## src/rtl/uart_cmd_pkg.sv

```systemverilog
// Shared definitions for the UART command parser: ASCII constants, parser
// state encoding and byte classification helpers.
package uart_cmd_pkg;

  localparam int unsigned BYTE_W = 8;

  localparam logic [BYTE_W-1:0] CHAR_START = 8'h2A;  // '*'
  localparam logic [BYTE_W-1:0] CHAR_CR    = 8'h0D;

  typedef enum logic [1:0] {
    IDLE  = 2'd0,
    CMD   = 2'd1,
    ARG   = 2'd2,
    FLUSH = 2'd3
  } parse_state_t;

  // '0'-'9', 'A'-'F', 'a'-'f'
  function automatic logic is_hex(input logic [BYTE_W-1:0] b);
    return ((b >= 8'h30) && (b <= 8'h39)) ||
           ((b >= 8'h41) && (b <= 8'h46)) ||
           ((b >= 8'h61) && (b <= 8'h66));
  endfunction

  // Only meaningful when is_hex(b) is true.
  function automatic logic [3:0] hex_to_nib(input logic [BYTE_W-1:0] b);
    logic [BYTE_W-1:0] v;
    if (b <= 8'h39)      v = b - 8'h30;
    else if (b <= 8'h46) v = b - 8'h37;
    else                 v = b - 8'h57;
    return 4'(v);
  endfunction

  // 'A'-'Z', 'a'-'z'
  function automatic logic is_letter(input logic [BYTE_W-1:0] b);
    return ((b >= 8'h41) && (b <= 8'h5A)) ||
           ((b >= 8'h61) && (b <= 8'h7A));
  endfunction

  function automatic logic [BYTE_W-1:0] to_upper(input logic [BYTE_W-1:0] b);
    if ((b >= 8'h61) && (b <= 8'h7A)) return BYTE_W'(b - 8'h20);
    return b;
  endfunction

endpackage

```

## src/rtl/uart_cmd_parse.sv

```systemverilog
// ASCII command decoder downstream of uart_rx: '*' + letter + 0..MAX_DIGITS
// hex digits + CR. Emits a cmd_valid strobe with code/argument, or a cmd_err
// strobe on malformed input, framing error or inter-character timeout.
//
// Ports:
//   clk_rx, rst_clk_rx      receive clock, synchronous active-high reset
//   rx_data, rx_data_rdy    received byte and its one-cycle strobe
//   frm_err                 framing error qualifier for the current byte
//   cmd_valid, cmd_err      one-cycle result strobes (never together)
//   cmd_code, cmd_arg,      last decoded command, held between cmd_valid
//   cmd_arg_cnt
//   busy                    parser is inside a command (state != IDLE)
module uart_cmd_parse
  import uart_cmd_pkg::*;
#(
  parameter  int unsigned MAX_DIGITS     = 4,
  parameter  int unsigned TIMEOUT_CYCLES = 125_000_000,
  localparam int unsigned ARG_WIDTH      = 4 * MAX_DIGITS
) (
  input  logic                 clk_rx,
  input  logic                 rst_clk_rx,
  input  logic [7:0]           rx_data,
  input  logic                 rx_data_rdy,
  input  logic                 frm_err,
  output logic                 cmd_valid,
  output logic [7:0]           cmd_code,
  output logic [ARG_WIDTH-1:0] cmd_arg,
  output logic [3:0]           cmd_arg_cnt,
  output logic                 cmd_err,
  output logic                 busy
);

  localparam int unsigned TO_W  = (TIMEOUT_CYCLES > 1) ? $clog2(TIMEOUT_CYCLES) : 1;
  localparam int unsigned CNT_W = 4;

  parse_state_t           state, state_nxt;
  logic [7:0]             code_acc, code_nxt;
  logic [ARG_WIDTH-1:0]   arg_acc, arg_nxt;
  logic [CNT_W-1:0]       cnt_acc, cnt_nxt;
  logic [TO_W-1:0]        to_cnt, to_nxt;
  logic                   valid_nxt, err_nxt;
  logic                   to_expired;

  // Timeout fires only on a silent cycle; a byte arriving in the expiry cycle wins.
  assign to_expired = (TIMEOUT_CYCLES != 0) && (state != IDLE) && !rx_data_rdy &&
                      (to_cnt == TO_W'(TIMEOUT_CYCLES - 1));

  // State register
  always_ff @(posedge clk_rx) begin
    if (rst_clk_rx) state <= IDLE;
    else            state <= state_nxt;
  end

  // Next-state, accumulator and strobe decode
  always_comb begin
    state_nxt = state;
    code_nxt  = code_acc;
    arg_nxt   = arg_acc;
    cnt_nxt   = cnt_acc;
    valid_nxt = 1'b0;
    err_nxt   = 1'b0;
    to_nxt    = ((state == IDLE) || rx_data_rdy) ? '0 : to_cnt + TO_W'(1);

    if (rx_data_rdy) begin
      unique case (state)
        IDLE: begin
          // Corrupted bytes cannot open a command.
          if (!frm_err && (rx_data == CHAR_START)) state_nxt = CMD;
        end
        CMD: begin
          if (frm_err) begin
            err_nxt   = 1'b1;
            state_nxt = FLUSH;
          end else if (rx_data == CHAR_START) begin
            state_nxt = CMD;
          end else if (is_letter(rx_data)) begin
            code_nxt  = to_upper(rx_data);
            arg_nxt   = '0;
            cnt_nxt   = '0;
            state_nxt = ARG;
          end else begin
            err_nxt   = 1'b1;
            state_nxt = FLUSH;
          end
        end
        ARG: begin
          if (frm_err) begin
            err_nxt   = 1'b1;
            state_nxt = FLUSH;
          end else if (is_hex(rx_data)) begin
            if (cnt_acc < CNT_W'(MAX_DIGITS)) begin
              // Truncating cast drops the top nibble; works for MAX_DIGITS=1 too.
              arg_nxt = ARG_WIDTH'({arg_acc, hex_to_nib(rx_data)});
              cnt_nxt = cnt_acc + CNT_W'(1);
            end else begin
              err_nxt   = 1'b1;
              state_nxt = FLUSH;
            end
          end else if (rx_data == CHAR_CR) begin
            valid_nxt = 1'b1;
            state_nxt = IDLE;
          end else if (rx_data == CHAR_START) begin
            err_nxt   = 1'b1;
            state_nxt = CMD;
          end else begin
            err_nxt   = 1'b1;
            state_nxt = FLUSH;
          end
        end
        FLUSH: begin
          if (!frm_err) begin
            if (rx_data == CHAR_CR)         state_nxt = IDLE;
            else if (rx_data == CHAR_START) state_nxt = CMD;
          end
        end
        default: state_nxt = IDLE;
      endcase
    end else if (to_expired) begin
      err_nxt   = (state != FLUSH);
      state_nxt = IDLE;
      to_nxt    = '0;
    end
  end

  // Accumulators, timeout counter and registered outputs
  always_ff @(posedge clk_rx) begin
    if (rst_clk_rx) begin
      code_acc    <= '0;
      arg_acc     <= '0;
      cnt_acc     <= '0;
      to_cnt      <= '0;
      cmd_valid   <= 1'b0;
      cmd_err     <= 1'b0;
      cmd_code    <= '0;
      cmd_arg     <= '0;
      cmd_arg_cnt <= '0;
      busy        <= 1'b0;
    end else begin
      code_acc  <= code_nxt;
      arg_acc   <= arg_nxt;
      cnt_acc   <= cnt_nxt;
      to_cnt    <= to_nxt;
      cmd_valid <= valid_nxt;
      cmd_err   <= err_nxt;
      busy      <= (state_nxt != IDLE);
      // Published fields move only with a completed command.
      if (valid_nxt) begin
        cmd_code    <= code_acc;
        cmd_arg     <= arg_acc;
        cmd_arg_cnt <= cnt_acc;
      end
    end
  end

endmodule

```

## config.mk

```make
export PLATFORM = sky130hd
export DESIGN_NAME = uart_cmd_parse
export DESIGN_NICKNAME = d
export VERILOG_FILES = /design/src/rtl/uart_cmd_pkg.sv /design/src/rtl/uart_cmd_parse.sv
export SDC_FILE = /design/constraint.sdc
export NUM_CORES = 1
export LEC_CHECK = 0
export ABC_AREA = 1
export ABC_CLOCK_PERIOD_IN_PS = 2100
export CAP_MARGIN = 20
export CELL_PAD_IN_SITES_DETAIL_PLACEMENT = 0
export CELL_PAD_IN_SITES_GLOBAL_PLACEMENT = 1
export CORE_MARGIN = 2
export CORE_UTILIZATION = 42
export DETAILED_ROUTE_END_ITERATION = 16
export GPL_TIMING_DRIVEN = 0
export PLACE_DENSITY = 0.8
export REMOVE_ABC_BUFFERS = 1
export SETUP_SLACK_MARGIN = 0.1
export SYNTH_ARGS = -nofsm -noshare
export SYNTH_HDL_FRONTEND = slang
export SYNTH_SLANG_ARGS = --single-unit
```

## constraint.sdc

```tcl
create_clock -name clk_rx -period 2.1 [get_ports clk_rx]
set_clock_uncertainty 0.1 [all_clocks]
set_input_delay 0.42 -clock clk_rx [delete_from_list [all_inputs] [get_ports clk_rx]]
set_output_delay 0.42 -clock clk_rx [all_outputs]
set_load 0.01 [all_outputs]
```

==> metrics, run 1 <==
outcome finished, final reports clean; WL final 10.86 mm; Antenna Diode Count 0; Die ar. 11380 um^2; P_leak 2.159 nW; Pins Over Slew Limit 0; Warnings, synthesis 0; Antenna Nets Post-Route 0; port bufs 42; Design Area, Final 5618 um^2; maximum clock rate 513.1 MHz; vias per cell 5.092; CTS Sinks 88; Cells after Synth 585; pin count of the biggest net entering global routing 23; number of antenna violations at the first check in global routing 0; Max Cap Viol 0; max incr delay on CP 0.29 ns; Hold Crit Start rx_data[4]; Crit. path cell count 14; vias in the first global route 3860; nets 678; worst path bufs/invs 3; Post-synth ARST share 0%; number of DRC markers in iteration 0 184; PwrDens 572.5 nW/um^2; RD Place Congestion 0.8649; Max VDD drop 352.0 uV; drt first pass iters 4; hold_buf cts 0; Syn-to-layout area delta 26.84%; routed len/inst 13.69 um; register-to-register setup slack 0.19 ns; chip width 106.7 um; cts bufs inserted 9; Rows 37; layout cells sized above 1 25.42%; Hold Crit Class in -> reg; Final WS setup 0.1512 ns; sequential area share after synthesis 39.77%; core area 10280 um^2; Post-synth EDFFs 0; Crit path required time 2.23 ns; worst-case clock buffer depth 2; Place WS -2.300 ns; Least-Margin Pin Slew 0.7662 ns; relative slew slack 48.92%; Initial Util 43.10%; crit path max-delay cell type dlygate4sd2_1; Post-synth top flop dfxtp_1; chip height 106.7 um; FF-to-FF End cmd_arg[0]; hold endpoint code_acc[4]; Ports 43; syn avg cell area 7.571 um^2; kind of critical path in -> reg; Hold Path Stages 3; drc violations 0; critical path endpoint category flop; Tmin final 1.949 ns; gr ovfl total 0; CTS HTree Levels 3; R2R depth 9; RSZ-0062 raised after global routing true; synthesized area 4429 um^2; most used cell, CP nand2_4; RR Startpoint state[0]; Seq cells post-synth 88; Root Buffer clkbuf_8; Vias 4038; Worst-Skew Late Latency 0.37 ns; critical path's top delay family simple AND/OR/NAND/NOR gates; Worst Setup Start Kind input port; first-pass GRT wire length 17.97 mm; Worst Path Arrival 2.08 ns; Post-Place Cell Area 4941 um^2; All-Layer GR Usage 19.41%; setup violators final 0; DP HPWL 6.874 mm; CTS tree built; worst-path cell chain dlygate4sd2_1 > inv_2 > nand2_2 > nor2_2 > nand3_1 > nand2_2 > nand2_4 > nand2_4 > nand2_4 > o21ai_4 > nand2_8 > buf_2 > nand2_1 > a21oi_2; final hold viol count 0; clk slew on worst S/H paths 0.09 ns; Tcrit/Tclk final 92.80%; Crit Path Max Fanout 6; Netlist cell types 43
-- synth_stat cells, types with 5 or more instances --
library cell	count	area [um^2]
nor2_1	100	375.4
dfxtp_1	88	1762
nand2_1	85	319.1
inv_1	48	180.2
o21ai_0	46	230.2
a21oi_1	31	155.2
nand3_1	31	155.2
a21oi_2	15	131.4
nor3_1	15	75.07
ha_1	14	175.2
nand3_2	13	130.1
nand4_1	11	68.82
clkbuf_1	10	37.54
inv_2	8	30.03
nand2_4	7	78.83
nand2_2	5	31.28
nor3b_1	5	37.54
-- flip-flops by register name (all words and copies together), names as in the netlist --
name / count
cmd_err: 1
to_cnt: 27
state: 2
busy: 1
cmd_arg_cnt: 4
arg_acc: 16
cnt_acc: 4
code_acc: 8
cmd_code: 8
cmd_arg: 16
cmd_valid: 1
-- layer usage --
layer | wire length, um | vias up | track usage, %
met5 | 0 | - | 0
li1 | - | 2063 | -
met2 | 5384 | 85 | 33.44
met4 | 152 | 0 | 6.494
met1 | 4936 | 1878 | 24.71
met3 | 386 | 12 | 3.100
-- how the worst max path moves through the flow --
stage,from,to
after global routing,rx_data[2],cnt_acc[0]
after global placement,state[0],cmd_arg[4]
after floorplan,state[0],cmd_arg[0]
after CTS,rx_data[5],arg_acc[2]
final,rx_data[2],arg_acc[5]
after detailed placement,rst_clk_rx,to_cnt[21]
-- through the flow --
stage                     power (W)  hold slack [ns]  setup TNS [ns]  cells  util, %
after floorplan            0.001908           0.3175          -37.26    566        -
final                      0.003216           0.3001               0    793    54.66
after detailed placement   0.002014           0.3366         -116.34    746    48.08
after global routing       0.003347           0.3042               0    793    54.66
after global placement     0.002001           0.3293         -154.01    744    47.64
after CTS                  0.003213           0.3320               0    778    52.39
-- report_power, final --
| group | internal [W] | switching (W) |
|---|---|---|
| Clock | 0.000467 | 0.000713 |
| Combinational | 0.000124 | 0.000217 |
| Sequential | 0.00168 | 0.0000122 |
| Total | 0.00227 | 0.000942 |
-- layout by cell type, fill, tap and decap left out, drive strengths merged --
cell and instances:
inv 59, a21boi 1, clkdlybuf4s50 32, nor4 5, clkinv 3, o21a 3
a211oi 4, clkinvlp 6, clkbuf 14, buf 31, xnor2 2, a31oi 3
nor3 17, nand4 11, nand2 98, dlygate4sd2 1, clkdlybuf4s15 1, o21ai 53
ha 14, o211ai 1, dlymetal6s2s 1, nand3 46, nor3b 6, nor2 104
xor2 4, dfxtp 88, o21bai 3, a21oi 46
-- cell families (layout without fill, tap and decap cells) --
family | Yosys count | count (layout) | share of synthesized area [%]
compound gates | 114 | 114 | 15.37
fa+ha+maj | 14 | 14 | 3.955
xor+xnor | 6 | 6 | 1.186
flops | 88 | 88 | 39.77
buf+inv | 77 | 148 | 7.881
simple gates | 286 | 287 | 31.84
-- layout make-up --
cell class                 count  area [um^2]
clock buffer                   9        123.9
timing repair buffer          71        688.2
sequential                    88         1767
timing repair inverter         3        22.52
inverter                      58        256.5
fill                         985         4659
tap                          136        170.2
multi-input combinational    421         2517
clock inverter                 7        72.57
-- worst reg2reg max path, stage by stage (launching register included) --
cell and delay, ns:
dfxtp_2 0.36, inv_2 0.10, ha_4 0.16, buf_16 0.17, nand3_2 0.15, nor2_4 0.25, clkinvlp_4 0.16, buf_12 0.16
nor2_1 0.14, nor2_1 0.07
-- timing repair --
item	in CTS	in global routing
gates cloned	4	0
buffers inserted	12	15
pin swaps	7	10
endpoints found under the setup margin	88	81
resized for setup	47	51
(Power assumes the default switching activity.)
==> run 2, diff against run 1 <==
- SLEW_MARGIN: default -> 20
==> metrics, run 2 (synthesized netlist as in run 1, its figures left out) <==
commonest non-fill, non-tap cell in the layout nor2_1; Max Cap Viol 0 (unchanged); number of DRC markers in iteration 0 206 (+12%); P_leak 2.151 nW (-0.35%); Least-Margin Pin Slew 0.7590 ns (-0.007110 ns); core area 10280 um^2 (unchanged); largest registers to_cnt (27), arg_acc (16), cmd_arg (16); port bufs 42 (unchanged); pin count of the biggest net entering global routing 23 (unchanged); largest reg by FF count to_cnt; Die ar. 11380 um^2 (unchanged); DP HPWL 6.788 mm (-1.2%); gr ovfl total 0 (unchanged); Syn-to-layout area delta 25.88%; Antenna Nets Post-Route 0 (unchanged); CTS tree built; Hold WS 0.2966 ns (-0.003515 ns); Final Power 0.003191 W (-0.79%); Rows 37 (unchanged); cts bufs inserted 9 (unchanged); Root Buffer clkbuf_8; kind of critical path in -> reg; hold_buf cts 0 (unchanged); critical path endpoint category flop; PwrDens 572.3 nW/um^2 (about the same); CTS Sinks 88 (unchanged); outcome finished, final reports clean; Hold Crit Class in -> reg; All-Layer GR Usage 19.32% (-0.093 points); final hold viol count 0 (unchanged); layout cells sized above 1 24.20% (-1.2 points); Ports 43 (unchanged); chip width 106.7 um (unchanged); routed len/inst 13.65 um (-0.36%); vias per cell 5.084 (-0.17%); nets 674 (-0.59%); Worst-Skew Late Latency 0.36 ns (about the same); first-pass GRT wire length 17.88 mm (-0.50%); Worst Setup Start Kind input port; Crit path required time 2.22 ns (about the same); clk slew on worst S/H paths 0.10 ns (about the same); drt first pass iters 4 (unchanged); relative slew slack 49.40% (+0.47 points); number of antenna violations at the first check in global routing 0 (unchanged); drc violations 0 (unchanged); Worst Path Arrival 2.03 ns (-0.05 ns); commonest non-fill, non-tap cells in the layout 93 x nor2_1, 84 x dfxtp_1, 81 x nand2_1; RD Place Congestion 0.8649 (unchanged); CTS HTree Levels 3 (unchanged); Initial Util 43.10% (unchanged); Tmin final 1.914 ns (-0.03482 ns); Vias 4011 (-0.67%); Crit Path Max Fanout 10 (+4); WL final 10.77 mm (-0.87%); chip height 106.7 um (unchanged); fin util 54.25% (-0.41 points); Antenna Diode Count 0 (unchanged); max reg flops 27 (unchanged); Tcrit/Tclk final 91.14% (-1.7 points); Max VDD drop 309.0 uV (-12%); maximum clock rate 522.5 MHz (+1.8%); RSZ-0062 raised after global routing true; setup violators final 0 (unchanged); worst-case clock buffer depth 2 (unchanged); Pins Over Slew Limit 0 (unchanged); vias in the first global route 3937 (+2.0%)
[run 2: cell count changes in the layout (fill, tap and decap cells not counted), sizes merged]
cell,change
buf,-5
clkdlybuf4s15,+1
clkinv,-1
dlygate4sd2,-1
inv,+1
nand3,+1
[run 2: what timing repair did]
action | CTS | global route
pin swaps | 6 | 7
gates resized for setup | 43 | 49
gates cloned | 4 | 1
setup endpoints to repair | 88 | 77
setup buffers | 12 | 11
[run 2: routing by layer]
layer	wire [um]	share of wire [%]	global-route usage, %
met5	0	0	0
met4	141	1.3	5.844
met3	360	3.3	3.040
met2	5331	50	34.76
met1	4933	46	23.65
[run 2: final cells by class]
cell class | instances | area (um^2)
Timing Repair inverter | 3 | 22.52
Clock buffer | 9 | 123.9
Inverter | 58 | 254.0
Clock inverter | 7 | 67.56
Timing Repair Buffer | 66 | 634.4
Sequential cell | 88 | 1769
Multi-Input combinational cell | 422 | 2534
Tap cell | 136 | 170.2
Fill cell | 997 | 4702
[run 2: worst paths after layout]
check                                  from  slack, ns  depth (start not counted)           to
worst max-delay path             rx_data[2]       0.19                         14   arg_acc[5]
worst min-delay path             rx_data[1]       0.30                          3  code_acc[1]
worst max register to register    to_cnt[7]       0.21                          9   to_cnt[26]
worst min register to register  code_acc[5]       0.35                          2  code_acc[5]
[run 2: through the flow]
| stage | area [um^2] | TNS, ns | worst slack [ns] | cells |
|---|---|---|---|---|
| floorplan | 4305 | -37.26 | -1.231 | 566 |
| global placement | 4896 | -154.01 | -2.710 | 744 |
| detailed placement | 4916 | -112.27 | -2.223 | 745 |
| CTS | 5358 | 0 | 0.1001 | 777 |
| global route | 5575 | 0 | 0.07168 | 789 |
| finish | 5575 | 0 | 0.1860 | 789 |
[run 2: power by group]
group          switching (W)  leakage [nW]  internal, W
registers          0.0000121         0.712      0.00168
clock network       0.000697        0.0962     0.000466
logic               0.000215          1.34     0.000119
total               0.000924          2.15      0.00227
[run 2: critical path, cell delays in order]
cell             delay [ns]
clkdlybuf4s15_1        0.28
inv_2                  0.15
nand2_2                0.09
nor2_2                 0.13
nand3_1                0.11
nand2_2                0.12
nand2_4                0.07
nand2_4                0.08
nand2_4                0.07
o21ai_4                0.10
nand2_8                0.12
buf_12                 0.16
nand2_1                0.07
a21oi_2                0.06
==> run 3, diff against run 2 <==
- ABC_CLOCK_PERIOD_IN_PS: 2100 -> 2300
- CORE_UTILIZATION: 42 -> 45
- PLACE_DENSITY: 0.8 -> default
- PLACE_DENSITY_LB_ADDON: default -> 0.08
- clock period: 2.1 -> 2.3 ns (I/O delays scaled with it)
==> metrics, run 3 (synthesized netlist as in run 1, its figures left out) <==
Max Cap Viol 0 (unchanged); CTS tree built; Vias 3868 (-3.6%); worst-path cell chain clkdlybuf4s50_1 > inv_1 > nor3_1 > nand2_4 > o21ai_4 > nand2_8 > buf_4 > a21oi_1 > nor2_1; WL final 10.35 mm (-3.8%); port bufs 42 (unchanged); Max VDD drop 248.0 uV (-20%); PwrDens 530.8 nW/um^2 (-7.3%); kind of critical path in -> reg; RSZ-0062 raised after global routing true; Worst Setup Start Kind input port; drc violations 0 (unchanged); DP HPWL 6.814 mm (+0.38%); Worst-Skew Late Latency 0.36 ns (about the same); Antenna Diode Count 0 (unchanged); maximum clock rate 484.2 MHz; Crit path required time 2.45 ns (+0.23 ns); largest registers to_cnt (27), arg_acc (16), cmd_arg (16); Ports 43 (unchanged); Tmin final 2.065 ns; Cell Count, Final, Fillers Out 776 (-1.6%); RD Place Congestion 0.8510 (-1.6%); max reg flops 27 (unchanged); hold_buf cts 0 (unchanged); Pins Over Slew Limit 0 (unchanged); crit path max-delay cell type clkdlybuf4s50_1; relative slew slack 52.00% (+2.6 points); number of antenna violations at the first check in global routing 0 (unchanged); Root Buffer clkbuf_8; dpl cells 742 (-0.40%); Antenna Nets Post-Route 0 (unchanged); CTS Sinks 88 (unchanged); critical path endpoint category flop; chip height 103.2 um (-3.3%); Final WS setup 0.2348 ns (+0.04879 ns); worst path bufs/invs 3 (unchanged); cts bufs inserted 9 (unchanged); number of DRC markers in iteration 0 135 (-34%); critical path's top delay family buffers and inverters; Worst Path Arrival 2.22 ns (+0.19 ns); outcome finished, final reports clean; vias per cell 4.985 (-1.9%); Die ar. 10650 um^2 (-6.4%); Crit Path Max Fanout 6 (-4); largest reg by FF count to_cnt; final hold viol count 0 (unchanged); Place WS -0.9872 ns (+1.236 ns); Initial Util 45.74% (+2.6 points); P_leak 2.074 nW (-3.6%); Rows 36 (-2.7%); first-pass GRT wire length 17.21 mm (-3.7%); pin count of the biggest net entering global routing 45 (+96%); setup violators final 0 (unchanged); Syn-to-layout area delta 20.37%; Hold Crit Class in -> reg; CTS HTree Levels 3 (unchanged); worst-case clock buffer depth 2 (unchanged); nets 664 (-1.5%); commonest non-fill, non-tap cell in the layout nor2_1; Least-Margin Pin Slew 0.7189 ns (-0.04013 ns); layout cells sized above 1 18.20% (-6.0 points); vias in the first global route 3593 (-8.7%); commonest non-fill, non-tap cells in the layout 97 x nor2_1, 88 x dfxtp_1, 84 x nand2_1; drt first pass iters 4 (unchanged); max incr delay on CP 0.61 ns (+0.33 ns); All-Layer GR Usage 20.70% (+1.4 points); clk slew on worst S/H paths 0.09 ns (about the same); Tcrit/Tclk final 89.79%; core area 9684 um^2 (-5.8%); chip width 103.2 um (-3.3%); gr ovfl total 0 (unchanged); routed len/inst 13.34 um (-2.2%)
[run 3: cell count changes in the layout (fill, tap and decap cells not counted), sizes merged]
cell,delta
buf,-9
dlygate4sd2,+5
inv,-3
clkdlybuf4s15,-2
clkdlybuf4s50,+1
dlymetal6s2s,-1
nand3,-1
[run 3: worst register-to-register path: stages, from the launching register on]
cell	delay (ns)
dfxtp_1	0.38
nand3_1	0.13
nor2_2	0.26
nand3_1	0.21
inv_1	0.13
nand2_1	0.12
nor3_1	0.35
a21oi_1	0.12
nor3_1	0.18
[run 3: where the power goes]
part | switching [W] | internal [W] | total [W]
clock network | 0.000577 | 0.000428 | 0.00101
registers | 0.0000102 | 0.00154 | 0.00155
logic | 0.000181 | 0.0000981 | 0.000279
[run 3: worst paths after layout]
kind | slack [ns] | endpoint | depth (start not counted) | from
setup / recovery | 0.23 | cnt_acc[0] | 9 | rx_data_rdy
hold reg to reg | 0.35 | to_cnt[0] | 1 | to_cnt[0]
hold / removal | 0.35 | code_acc[1] | 3 | rx_data[1]
setup reg to reg | 0.25 | to_cnt[23] | 8 | to_cnt[2]
[run 3: metrics by stage]
stage | area (um^2) | setup TNS (ns) | util, % | hold WS, ns | total power [W]
after global routing | 5331 | 0 | 55.05 | 0.3674 | 0.002967
after floorplan | 4305 | -27.30 | - | 0.3175 | 0.001742
after global placement | 4892 | -150.05 | 50.52 | 0.3298 | 0.001829
after CTS | 5223 | 0 | 53.93 | 0.3541 | 0.002851
after detailed placement | 4907 | -56.56 | 50.67 | 0.3405 | 0.001830
final | 5331 | 0 | 55.05 | 0.3496 | 0.002830
[run 3: area by class of cell]
| type | instances | area [um^2] |
|---|---|---|
| Clock buffer | 11 | 141.4 |
| Timing Repair Buffer | 58 | 550.5 |
| Clock inverter | 5 | 40.04 |
| Inverter | 58 | 237.7 |
| Fill cell | 980 | 4353 |
| Timing Repair inverter | 2 | 15.01 |
| Multi-Input combinational cell | 421 | 2419 |
| Sequential cell | 88 | 1762 |
| Tap cell | 133 | 166.4 |
[run 3: repair_timing]
| action | in CTS | in global routing |
|---|---|---|
| pin swaps | 4 | 4 |
| buffers inserted | 8 | 7 |
| gates resized for setup | 23 | 16 |
| setup endpoints to repair | 87 | 55 |
| gates cloned | 3 | 0 |
[run 3: per-layer routing]
metal,up-vias,GRT usage (%),share of wire [%]
met5,-,0,0
met4,0,5.769,0.72
met1,1780,26.49,47
li1,2045,-,-
met3,6,4.032,2.2
met2,37,35.71,50
